--- config.mk ---
export PLATFORM = sky130hd
export DESIGN_NAME = fetch_unit_flat
export DESIGN_NICKNAME = d
export VERILOG_FILES = /design/src/rtl/cpu_pkg.sv /design/src/rtl/fetch_unit_if.sv /design/src/rtl/fetch_unit_pc_reg.sv /design/src/rtl/fetch_unit.sv /design/src/flat_wrapper.sv
export SDC_FILE = /design/constraint.sdc
export NUM_CORES = 1
export LEC_CHECK = 0
export ABC_AREA = 1
export CAP_MARGIN = 20
export CORE_ASPECT_RATIO = 1.5
export CORE_UTILIZATION = 30
export DETAILED_ROUTE_END_ITERATION = 10
export PLACE_DENSITY = 0.6
export SLEW_MARGIN = 20
export SYNTH_ARGS = -nofsm -noshare
export SYNTH_HDL_FRONTEND = slang
export SYNTH_SLANG_ARGS = --single-unit
export TNS_END_PERCENT = 30
--- constraint.sdc ---
create_clock -name clk -period 1.7 [get_ports clk]
set_clock_uncertainty 0.1 [all_clocks]
set_input_delay 0.17 -clock clk [delete_from_list [all_inputs] [get_ports clk]]
set_output_delay 0.17 -clock clk [all_outputs]
set_load 0.01 [all_outputs]
--- src/rtl/cpu_pkg.sv ---
// Shared constants and state encoding for the fetch stage.
// FETCH_STEP_EN adds the single-step wait state to the encoding.
package cpu_pkg;

   localparam int             CPU_ADDR_W   = 8;
   localparam int             CPU_INST_W   = 8;
   localparam logic [7:0]     CPU_RESET_PC = 8'h00;
   localparam logic [7:0]     OP_HALT      = 8'h10;

   typedef enum logic [1:0] {
      S_FETCH     = 2'd0,
      S_EXEC      = 2'd1,
      S_HALT      = 2'd2
`ifdef FETCH_STEP_EN
      ,
      S_STEP_WAIT = 2'd3
`endif
   } fetch_state_t;

endpackage

--- src/rtl/fetch_unit_if.sv ---
// Instruction-memory handshake plus the fetch <-> control-unit signals.
// FETCH_STEP_EN adds the step input.
interface fetch_unit_if #(
   parameter int ADDR_W = cpu_pkg::CPU_ADDR_W,
   parameter int INST_W = cpu_pkg::CPU_INST_W
);
   logic              imem_rd;
   logic [ADDR_W-1:0] imem_addr;
   logic              imem_ack;
   logic [INST_W-1:0] imem_data;
   logic [INST_W-1:0] inst;
   logic              inst_valid;
   logic              pc_en;
   logic              pc_ld_en;
   logic [ADDR_W-1:0] br_addr;
   logic [ADDR_W-1:0] pc_out;
   logic              halted;
`ifdef FETCH_STEP_EN
   logic              step;
`endif

   modport master (
      output imem_rd, imem_addr, inst, inst_valid, pc_out, halted,
      input  imem_ack, imem_data, pc_en, pc_ld_en, br_addr
`ifdef FETCH_STEP_EN
      , input step
`endif
   );

   modport slave (
      input  imem_rd, imem_addr, inst, inst_valid, pc_out, halted,
      output imem_ack, imem_data, pc_en, pc_ld_en, br_addr
`ifdef FETCH_STEP_EN
      , output step
`endif
   );
endinterface

--- src/rtl/fetch_unit_pc_reg.sv ---
// Program counter: async reset to RESET_PC, branch load, increment or hold.
module pc_reg #(
   parameter int                ADDR_W   = 8,
   parameter logic [ADDR_W-1:0] RESET_PC = '0
) (
   input  logic              clk,
   input  logic              rst,
   input  logic              ld,
   input  logic              inc,
   input  logic [ADDR_W-1:0] ld_addr,
   output logic [ADDR_W-1:0] pc
);

   // Increment wraps naturally at 2^ADDR_W; load takes priority over increment.
   always_ff @(posedge clk or posedge rst) begin
      if (rst) begin
         pc <= RESET_PC;
      end else if (ld) begin
         pc <= ld_addr;
      end else if (inc) begin
         pc <= pc + 1'b1;
      end
   end

endmodule

--- src/rtl/fetch_unit.sv ---
// Fetch stage: owns PC and IR, fetches over req/ack, presents one INST per instruction.
// FETCH_STEP_EN inserts a STEP-gated wait after every non-halting EXEC.
//
// state       | meaning
// S_FETCH     | imem_rd high at PC, waiting for imem_ack
// S_EXEC      | one cycle: INST valid, PC_EN/PC_LD_EN/BR_ADDR sampled
// S_HALT      | stopped until reset
// S_STEP_WAIT | PC already advanced, waiting for step (FETCH_STEP_EN only)
module fetch_unit
   import cpu_pkg::*;
#(
   parameter int                ADDR_W   = CPU_ADDR_W,
   parameter int                INST_W   = CPU_INST_W,
   parameter logic [ADDR_W-1:0] RESET_PC = CPU_RESET_PC
) (
   input  logic          clk,
   input  logic          rst,
   fetch_unit_if.master  bus
);

   fetch_state_t      state;
   logic [INST_W-1:0] ir;
   logic [ADDR_W-1:0] pc;
   logic              inst_valid_q;
   logic              halted_q;
   logic              in_exec;

   assign in_exec = (state == S_EXEC);

   pc_reg #(
      .ADDR_W   (ADDR_W),
      .RESET_PC (RESET_PC)
   ) u_pc_reg (
      .clk     (clk),
      .rst     (rst),
      .ld      (in_exec && bus.pc_en && bus.pc_ld_en),
      .inc     (in_exec && bus.pc_en && !bus.pc_ld_en),
      .ld_addr (bus.br_addr),
      .pc      (pc)
   );

   always_ff @(posedge clk or posedge rst) begin
      if (rst) begin
         state        <= S_FETCH;
         ir           <= '0;
         inst_valid_q <= 1'b0;
         halted_q     <= 1'b0;
      end else begin
         case (state)
            S_FETCH: begin
               if (bus.imem_ack) begin
                  ir           <= bus.imem_data;
                  inst_valid_q <= 1'b1;
                  state        <= S_EXEC;
               end
            end
            S_EXEC: begin
               inst_valid_q <= 1'b0;
               if (!bus.pc_en) begin
                  halted_q <= 1'b1;
                  state    <= S_HALT;
               end else begin
`ifdef FETCH_STEP_EN
                  state <= S_STEP_WAIT;
`else
                  state <= S_FETCH;
`endif
               end
            end
`ifdef FETCH_STEP_EN
            S_STEP_WAIT: begin
               if (bus.step) begin
                  state <= S_FETCH;
               end
            end
`endif
            S_HALT: begin
               state <= S_HALT;
            end
            default: begin
               state <= S_FETCH;
            end
         endcase
      end
   end

   // Gating with rst drops the request the moment reset rises, not at the next edge.
   assign bus.imem_rd    = (state == S_FETCH) && !rst;
   assign bus.imem_addr  = pc;
   assign bus.inst       = ir;
   assign bus.inst_valid = inst_valid_q;
   assign bus.pc_out     = pc;
   assign bus.halted     = halted_q;

endmodule
--- src/flat_wrapper.sv ---
// flat-port wrapper written by rule: the top's interface ports become plain ports
module fetch_unit_flat import cpu_pkg::*;
#(
   parameter int                ADDR_W   = CPU_ADDR_W,
   parameter int                INST_W   = CPU_INST_W,
   parameter logic [ADDR_W-1:0] RESET_PC = CPU_RESET_PC
)
  (clk, rst, bus_imem_rd, bus_imem_addr, bus_inst, bus_inst_valid, bus_pc_out, bus_halted, bus_imem_ack, bus_imem_data, bus_pc_en, bus_pc_ld_en, bus_br_addr);
  fetch_unit_if #(.ADDR_W(ADDR_W), .INST_W(INST_W)) bus_i ();
  input  logic clk;
  input  logic rst;
  output wire logic [$bits(bus_i.imem_rd)-1:0] bus_imem_rd;
  output wire logic [$bits(bus_i.imem_addr)-1:0] bus_imem_addr;
  output wire logic [$bits(bus_i.inst)-1:0] bus_inst;
  output wire logic [$bits(bus_i.inst_valid)-1:0] bus_inst_valid;
  output wire logic [$bits(bus_i.pc_out)-1:0] bus_pc_out;
  output wire logic [$bits(bus_i.halted)-1:0] bus_halted;
  input wire logic [$bits(bus_i.imem_ack)-1:0] bus_imem_ack;
  input wire logic [$bits(bus_i.imem_data)-1:0] bus_imem_data;
  input wire logic [$bits(bus_i.pc_en)-1:0] bus_pc_en;
  input wire logic [$bits(bus_i.pc_ld_en)-1:0] bus_pc_ld_en;
  input wire logic [$bits(bus_i.br_addr)-1:0] bus_br_addr;
  assign bus_imem_rd = bus_i.imem_rd;
  assign bus_imem_addr = bus_i.imem_addr;
  assign bus_inst = bus_i.inst;
  assign bus_inst_valid = bus_i.inst_valid;
  assign bus_pc_out = bus_i.pc_out;
  assign bus_halted = bus_i.halted;
  assign bus_i.imem_ack = bus_imem_ack;
  assign bus_i.imem_data = bus_imem_data;
  assign bus_i.pc_en = bus_pc_en;
  assign bus_i.pc_ld_en = bus_pc_ld_en;
  assign bus_i.br_addr = bus_br_addr;
  fetch_unit #(.ADDR_W(ADDR_W), .INST_W(INST_W), .RESET_PC(RESET_PC)) u_core (.clk(clk), .rst(rst), .bus(bus_i));
endmodule
Word level (Yosys, flattened, before mapping)
Cells that the tools add are included.

Register bits after elaboration: 20. Latch bits: 0. RAM bits: 0. Bits in read-only memories: 0. Bits of input ports: 21. Output and inout bits: 27. Logic and storage cells: 29. Memories kept: 0.

Add/subtract/negate cells: 1. $mul: 0. Divide/modulo/power cells: 0. $lt $le $gt $ge: 0. Equality and inequality tests: 3. Shift operators: 0. Muxes and demuxes: 7. Bitwise logic cells: 1. Reduce and logical (&&, ||, !) cells: 12.

Operators with widths (number): $mux W8 (2); $add A8 B1 Y8 const B (1); $pmux W2 S3 (1); $reduce_and A2 Y1 (3); $logic_and A1 B1 Y1 (4); $mux W2 (2); $reduce_bool A2 Y1 (2); $eq A2 B1 Y1 const B (1); $eq A2 B2 Y1 const B (1); $logic_not A1 Y1 (2); $logic_not A2 Y1 (1); $ne A2 B2 Y1 const B (1); $pmux W1 S2 (1); $mux W1 (1); $not A1 Y1 (1).

Depth between registers and ports, before layout
Gate-level depths: netlist of the first run.

Depth after elaboration: 5. Gate-level depth with buffers: 8. Mapped depth without buffers: 7.

Modules after synthesis
A second synthesis of the first run with hierarchy kept.

Cell total of the unflattened synthesis: 126. Area, all modules: 1041.0 µm².

Modules (own cells, without submodules): fetch_unit (instances 1, cells each 62, area an instance 550.5 µm², seq. area each 300.3 µm²); pc_reg (instances 1, cells each 64, area an instance 490.5 µm², seq. area each 200.2 µm²).

Worst setup path after synthesis of the first run
No wires, ideal clock.

Path kind: register -> register. Start: register u_core.u_pc_reg.pc[1]. End: register u_core.u_pc_reg.pc[6]. Library setup time: 0.116 ns. Arrival time: 1.052 ns. Data required time: 1.484 ns. Path slack: 0.432 ns. Stages on the path, launching flop included: 7. Buffers on the path: 0. Period minus slack after synthesis: 1.268 ns. Cells stage by stage: dfrtp_1 > ha_1 > nand3_1 > o21ai_0 > nand3_1 > nand2_1 > nand2_1.

Cells in the longest elaborated chain, start to end: 3.

Ends and longest elaborated chain: start: declaration (line fetch_unit_pc_reg.sv:11) `output logic [ADDR_W-1:0] pc`; start signal: assignment (line fetch_unit_pc_reg.sv:19) `pc <= ld_addr;`; start signal: assignment (line fetch_unit_pc_reg.sv:21) `pc <= pc + 1'b1;`; $add A8 B1 Y8 (line fetch_unit_pc_reg.sv:21); $mux W8 (line fetch_unit_pc_reg.sv:20) `end else if (inc) begin`; $mux W8 (line fetch_unit_pc_reg.sv:18) `end else if (ld) begin`.

No other way between the ends. The select of a mux whose other input is x is not followed. A chain may end at the register's enable or synchronous reset.

Worst setup path after layout of the first run
Start: register u_core.u_pc_reg.pc[2]. End: output bus_imem_addr[2].

RTL lines: end: declaration (line flat_wrapper.sv:13) `output wire logic [$bits(bus_i.imem_addr)-1:0] bus_imem_addr;`.

No word-level cell between the ends.

==> flow_summary.yaml, run 1 <==
clock_tree:
  ctsLongestPathBuffers: 2
  clk_pin_slew_ns: 0.07
  numCtsBuffers: 3
  cts-root-buf: "clkbuf_8"
  cts_setup_buffers: 0
  h-tree-depth: 1
  cts_tree: "built"
  cts.sinks: 20
  clk_latency_ns: 0.25
critical_path:
  crit_buf_inv: 1
  crit_path_end_kind: "output port"
  crit_fanout: 7
  arrival_ns: 1.29
  max_stage_delay_ns: 0.58
  critPathRequiredTime_ns: 1.43
  cpLargestDelayFamily: "buffers and inverters"
  cp_slowest_cell: "clkdlybuf4s50_1"
  cp_cell_sequence: "clkdlybuf4s50_1"
  critPathLaunchType: "flop"
  crit_type: "reg -> out"
route:
  avgViaCountPerCell: 4.46
  dr.pass1.iters: 4
  drtIter0Drc: 17
  routed_wl_microns: 2550
  wl_per_cell_microns: 11.2
  via_count: 1012
  drc: 0
  ant_nets: 0
timing:
  worst_slew_pin_slew_ns: 0.257
  max_clock_freq_ghz: 0.641
  fin_crit_ns: 1.56
  relSlewSlack_pct: 82.8
  slew_viol_final: 0
  finalSetupViolCount: 0
  min_period_over_period_pct: 91.8
  final-hold-violation-count: 0
  grt_setup_unrepaired: "false"
  hold_ws_ns: 0.178
  final.setup.tns_ns: 0
pwr:
  p_per_area_nw_per_um2: 560
  p_leak_nw: 0.765
  power_mw: 0.881
  irDropWorstVdd_v: 0.000338
cells_and_area:
  multiInputGateArea_sq_um: 447
  seqCellArea_sq_um: 500
  diodes: 0
  final_core_util_pct: 46.1
  n_fill_cell: 350
  final_cells: 227
  area_growth_pct: 46.8
  drive_above_1_share_pct: 10.3
  fin_nets: 209
synth:
  synth_top_cell_by_area: "dfrtp_1"
  synth-async-reset-ratio_pct: 100
  seq_area_frac_synth_pct: 46.7
  synthCells: 143
  ys_types: 18
  yosysWarnings: 0
  synth_enable_flop_cells: 0
  synth_top_area_share_pct: 46.7
  yosys_register_bits: 20
  syn_area_sq_um: 1070
  synth_fp_nets: 165
  yosys-top-cells-area: "dfrtp_1 47%, nand2_1 19%, nor2_1 6.3%"
  synth_ff_type: "dfrtp_1"
  synth_area_per_cell_sq_um: 7.50
global_route:
  grt_max_degree: 21
  grt_pass1_wl_microns: 4350
  grtUsageTotal_pct: 14.9
  antenna_found_initial: 0
  grt_pass1_vias: 1046
  grt-ovfl-total: 0
status:
  status: "complete, no violations"
placement:
  numPortBuffers: 47
  dpl.hpwl_microns: 1990
  dp.cells: 224
  gp_congestion: 0.788
floorplan:
  dieArea_sq_um: 3820
  fp.dieH_microns: 75.2
  io_pins: 48
  start_util_pct: 31.4
  die-width_microns: 50.8
  core_sq_um: 3420
  fp-row-count: 26
worst_hold_path:
  worst_hold_path_type: "in -> async"
job:
  max_cap_violations: 0
==> power breakdown <==
part,leakage (nW),total [mW],switching [mW],internal [mW]
combinational,0.496,0.0979,0.0391,0.0588
clock,0.0216,0.301,0.144,0.157
sequential,0.248,0.482,0.00398,0.478
==> cell families after synthesis <==
group | synth area share, %
buffers and inverters | 11.7
AND/OR/NAND/NOR | 33.6
AO/OA/AOI/OAI | 6.89
adder cells (fa/ha/maj) | 1.17
flip-flops | 46.7
==> layout make-up <==
cell class,instances,share of cell area [%]
Sequential cell,20,31.8
Clock buffer,3,2.62
Multi-Input combinational cell,100,28.4
Inverter,13,3.10
Timing Repair Buffer,49,30.8
Tap cell,42,3.34
==> repair_timing <==
action                     4_1_cts  5_1_grt
resized for setup                1        0
setup endpoints to repair        1        0
hold buffers                     0        0
==> Yosys cell counts, types with 2 or more instances <==
library cell	number
nand2_1	53
dfrtp_1	20
a21oi_1	2
o21ai_0	6
a21oi_2	3
nand2_2	2
nand3_1	8
nor2_2	4
inv_2	4
buf_4	8
inv_1	9
nor2_1	18
==> routing by layer <==
metal  global-route usage (%)  wire, microns
met1                     16.1           1060
met2                     28.3           1300
met3                     2.83            155
met4                     6.17             42
met5                        0              0
==> per-stage QoR <==
step / setup WS (ns) / area [sq um]
finish: 0.140 / 1570
global route: 0.0752 / 1570
CTS: 0.124 / 1570
detailed placement: 0.141 / 1530
global placement: 0.157 / 1530
floorplan: 0.432 / 1070
==> worst paths after layout <==
check                                      startpoint                    end  slack, ns  cells past startpoint
worst max-delay path            u_core.u_pc_reg.pc[2]       bus_imem_addr[2]       0.14                      1
worst min-delay path                              rst        u_core.state[0]       0.18                      3
worst max register to register  u_core.u_pc_reg.pc[1]  u_core.u_pc_reg.pc[6]       0.31                      6
worst min register to register      u_core.bus.halted      u_core.bus.halted       0.37                      2
max in group asynchronous                         rst     u_core.bus.inst[7]       1.12                      3
min in group clk                     bus_imem_data[5]     u_core.bus.inst[5]       0.35                      3
==> tightest hold or removal path: stages <==
cell and delay [ns]:
clkdlybuf4s50_1 0.42, inv_1 0.06, buf_4 0.26
==> cell usage in the layout, fill, tap and decap left out <==
cell,instances
nand2_1,53
clkdlybuf4s50_1,46
dfrtp_1,20
nor2_1,18
inv_1,9
nand3_1,8
o21ai_0,6
inv_2,4
nor2_2,4
a21oi_2,3
clkbuf_8,3
nand2_2,2
a21oi_1,2
buf_4,2
nand2_4,1
nor3_1,1
o21a_1,1
ha_1,1
dlygate4sd2_1,1
Power figures use the tool's default switching activity.
==> run 2, diff against run 1 <==
- CELL_PAD_IN_SITES_DETAIL_PLACEMENT: default -> 0
- CELL_PAD_IN_SITES_GLOBAL_PLACEMENT: default -> 1
- CORE_UTILIZATION: 30 -> 28
- PLACE_DENSITY: 0.6 -> 0.77
==> flow_summary.yaml, run 2 (synthesis gave the netlist of run 1 again) <==
status:
  status: "complete, no violations"
global_route:
  grt_pass1_vias: 1090
  grtUsageTotal_pct: 14.6
  antenna_found_initial: 0
  grt_pass1_wl_microns: 4620
  grt-ovfl-total: 0
  grt_max_degree: 21
clock_tree:
  cts_setup_buffers: 0
  h-tree-depth: 1
  cts.sinks: 20
  cts_tree: "built"
  numCtsBuffers: 3
  cts-root-buf: "clkbuf_8"
  clk_pin_slew_ns: 0.07
  clk_latency_ns: 0.26
  ctsLongestPathBuffers: 2
critical_path:
  critPathLaunchType: "flop"
  cp_cell_sequence: "clkdlybuf4s50_1"
  crit_buf_inv: 1
  arrival_ns: 1.31
  crit_type: "reg -> out"
  crit_fanout: 7
  max_stage_delay_ns: 0.58
  crit_path_end_kind: "output port"
  cp_slowest_cell: "clkdlybuf4s50_1"
  cpLargestDelayFamily: "buffers and inverters"
  critPathRequiredTime_ns: 1.43
timing:
  min_period_over_period_pct: 92.8
  grt_setup_unrepaired: "false"
  max_clock_freq_ghz: 0.634
  worst_slew_pin_slew_ns: 0.280
  finalSetupViolCount: 0
  final.setup.tns_ns: 0
  relSlewSlack_pct: 81.3
  setup_slack_ns: 0.123
  final-hold-violation-count: 0
  fin_crit_ns: 1.58
  slew_viol_final: 0
placement:
  gp_congestion: 0.746
  place_area_sq_um: 1540
  dpl.hpwl_microns: 2060
  place_ws_ns: 0.126
  dp.cells: 225
  numPortBuffers: 47
pwr:
  clkPwrFrac_pct: 35.0
  irDropWorstVdd_v: 0.000348
  p_leak_nw: 0.765
  sw_frac_of_total_pct: 22.1
  comb_power_share_pct: 11.0
  p_switching_mw: 0.197
  p_int_mw: 0.694
  p_per_area_nw_per_um2: 566
  power_frac_seq_pct: 54.0
cells_and_area:
  final_common_cell: "nand2_1"
  fin_nets: 209
  final_core_util_pct: 42.8
  layout_common_cells: "53 x nand2_1, 46 x clkdlybuf4s50_1, 20 x dfrtp_1"
  n_fill_cell: 379
  final_cells: 228
  drive_above_1_share_pct: 10.3
  area_growth_pct: 46.9
  diodes: 0
  final_cell_area_sq_um: 1580
floorplan:
  fp-row-count: 27
  fp.dieH_microns: 77.8
  die-width_microns: 52.5
  start_util_pct: 29.1
  io_pins: 48
  core_sq_um: 3680
  dieArea_sq_um: 4090
route:
  avgViaCountPerCell: 4.60
  wl_per_cell_microns: 11.7
  dr.pass1.iters: 6
  drc: 0
  ant_nets: 0
  drtIter0Drc: 19
  via_count: 1049
  routed_wl_microns: 2670
worst_hold_path:
  worst_hold_path_type: "in -> async"
job:
  max_cap_violations: 0
[run 2: final timing paths]
check	from	endpoint	slack, ns	cells past startpoint
max in group asynchronous	rst	u_core.u_pc_reg.pc[2]	1.10	3
min in group clk	bus_imem_data[0]	u_core.bus.inst[0]	0.35	3
max reg2reg	u_core.u_pc_reg.pc[1]	u_core.u_pc_reg.pc[6]	0.31	6
min	rst	u_core.state[0]	0.19	3
min reg2reg	u_core.bus.halted	u_core.bus.halted	0.37	2
max	u_core.u_pc_reg.pc[2]	bus_pc_out[2]	0.12	1
[run 2: layout make-up]
class / count / area (sq um) / share of cell area, %
clock buffers: 3 / 41.3 / 2.62
inverters: 13 / 48.8 / 3.10
multi-input cells: 100 / 447 / 28.4
flip-flops and latches: 20 / 500 / 31.8
well taps: 43 / 53.8 / 3.42
repair buffers: 49 / 484 / 30.7
[run 2: what timing repair did]
action	CTS	global route
resized for setup	1	0
hold buffers	0	0
endpoints found under the setup margin	1	0
[run 2: power groups by stage]
| stage | Sequential [mW] | Combinational (mW) | Clock (mW) |
|---|---|---|---|
| finish | 0.482 | 0.0984 | 0.312 |
| global route | 0.482 | 0.108 | 0.342 |
| CTS | 0.482 | 0.0999 | 0.320 |
| detailed placement | 0.491 | 0.0995 | 0 |
| global placement | 0.491 | 0.0980 | 0 |
| floorplan | 0.491 | 0.0324 | 0 |
[run 2: worst reg2reg max path, stage by stage (launching register included)]
cell	delay (ns)
dfrtp_1	0.45
ha_1	0.24
nand3_1	0.12
o21ai_0	0.18
nand3_1	0.09
nand2_1	0.07
nand2_1	0.04
[run 2: metal layers]
metal | up-vias | share of wire (%) | global-route usage (%) | wire [microns]
met5 | - | 0 | 0 | 0
met4 | 0 | 1.0 | 6.05 | 28
met3 | 3 | 7.9 | 3.33 | 210
met2 | 45 | 52 | 26.1 | 1380
met1 | 487 | 39 | 15.8 | 1050
li1 | 514 | - | - | -
[run 2: per-stage QoR]
step	total power, mW	hold slack, ns
finish	0.892	0.186
global route	0.932	0.221
CTS	0.902	0.192
detailed placement	0.590	0.354
global placement	0.589	0.356
floorplan	0.524	0.0338
==> run 3, diff against run 2 <==
- SKIP_CTS_REPAIR_TIMING: default -> 1
==> flow_summary.yaml, run 3 (synthesis gave the netlist of run 1 again) <==
placement:
  numPortBuffers: 47
  place_area_sq_um: 1540
  dpl.hpwl_microns: 2060
  place_ws_ns: 0.126
  dp.cells: 225
  gp_congestion: 0.746
cells_and_area:
  fin_nets: 209
  final_common_cell: "nand2_1"
  final_cell_area_sq_um: 1580
  diodes: 0
  final_core_util_pct: 42.9
  layout_common_cells: "53 x nand2_1, 46 x clkdlybuf4s50_1, 20 x dfrtp_1"
  final_cells: 228
  drive_above_1_share_pct: 10.3
  area_growth_pct: 47.3
  n_fill_cell: 380
critical_path:
  arrival_ns: 1.31
  critPathLaunchType: "flop"
  r2r-end: "u_core.u_pc_reg.pc[6]"
  cp_cell_sequence: "clkdlybuf4s50_1"
  crit_path_end_kind: "output port"
  crit_fanout: 7
  cpLargestDelayFamily: "buffers and inverters"
  crit_type: "reg -> out"
  reg2reg_from: "u_core.u_pc_reg.pc[1]"
  crit_buf_inv: 1
  max_stage_delay_ns: 0.58
  worstSetupPathDepth: 1
  critPathRequiredTime_ns: 1.43
  rr_worst_depth: 6
  cp_slowest_cell: "clkdlybuf4s50_1"
  r2r_setup_slack_ns: 0.30
timing:
  slew_viol_final: 0
  fin_crit_ns: 1.58
  setup_slack_ns: 0.123
  hold_ws_ns: 0.207
  max_clock_freq_ghz: 0.634
  min_period_over_period_pct: 92.8
  relSlewSlack_pct: 81.7
  final.setup.tns_ns: 0
  final-hold-violation-count: 0
  worst_slew_pin_slew_ns: 0.274
  grt_setup_unrepaired: "false"
  finalSetupViolCount: 0
clock_tree:
  numCtsBuffers: 3
  h-tree-depth: 1
  cts_tree: "built"
  cts-root-buf: "clkbuf_8"
  cts.sinks: 20
  clk_pin_slew_ns: 0.07
  ctsLongestPathBuffers: 2
  clk_latency_ns: 0.26
pwr:
  p_per_area_nw_per_um2: 565
  p_leak_nw: 0.779
  irDropWorstVdd_v: 0.000348
  power_mw: 0.892
global_route:
  grtUsageTotal_pct: 14.6
  gr-usage-met1_pct: 15.8
  grt_max_degree: 21
  antenna_found_initial: 0
  grt_pass1_vias: 1090
  use_met3_pct: 3.33
  grt_pass1_wl_microns: 4620
  use_met2_pct: 26.1
  grt-ovfl-total: 0
  grt-busiest-layer: "met2"
floorplan:
  fp-row-count: 27
  io_pins: 48
  die-width_microns: 52.5
  fp.dieH_microns: 77.8
  dieArea_sq_um: 4090
  core_sq_um: 3680
  start_util_pct: 29.1
route:
  avgViaCountPerCell: 4.60
  drtIter0Drc: 14
  routed_wl_microns: 2670
  ant_nets: 0
  via_count: 1049
  drc: 0
  wl_per_cell_microns: 11.7
  dr.pass1.iters: 4
job:
  max_cap_violations: 0
status:
  status: "complete, no violations"
worst_hold_path:
  worst_hold_path_type: "in -> async"
## run 3: layout make-up
type                       count  area (sq um)  area share (%)
timing repair buffer          49           488            30.9
multi-input combinational    100           447            28.3
clock buffer                   3          41.3            2.61
inverter                      13          48.8            3.09
sequential                    20           500            31.7
tap                           43          53.8            3.41
## run 3: where the power goes
group | switching (mW) | internal [mW]
registers | 0.00385 | 0.478
logic | 0.0397 | 0.0588
clock network | 0.154 | 0.158
## run 3: worst max path at each step
stage,from,endpoint
global route,u_core.u_pc_reg.pc[2],bus_imem_addr[2]
global placement,rst,bus_imem_rd
finish,u_core.u_pc_reg.pc[2],bus_pc_out[2]
CTS,u_core.state[0],bus_imem_rd
detailed placement,rst,bus_imem_rd
floorplan,u_core.u_pc_reg.pc[1],u_core.u_pc_reg.pc[6]
## run 3: worst register-to-register path, stage by stage, from the launching register on
cell and delay [ns]:
dfrtp_1 0.45, ha_1 0.24, nand3_1 0.12, o21ai_0 0.18
nand3_1 0.09, nand2_1 0.07, nand2_1 0.04
## run 3: metal layers
metal,vias up,routed length [microns],share of wire [%]
met5,-,0,0
li1,514,-,-
met2,41,1400,52
met3,3,201,7.5
met1,491,1050,39
met4,0,28,1.0
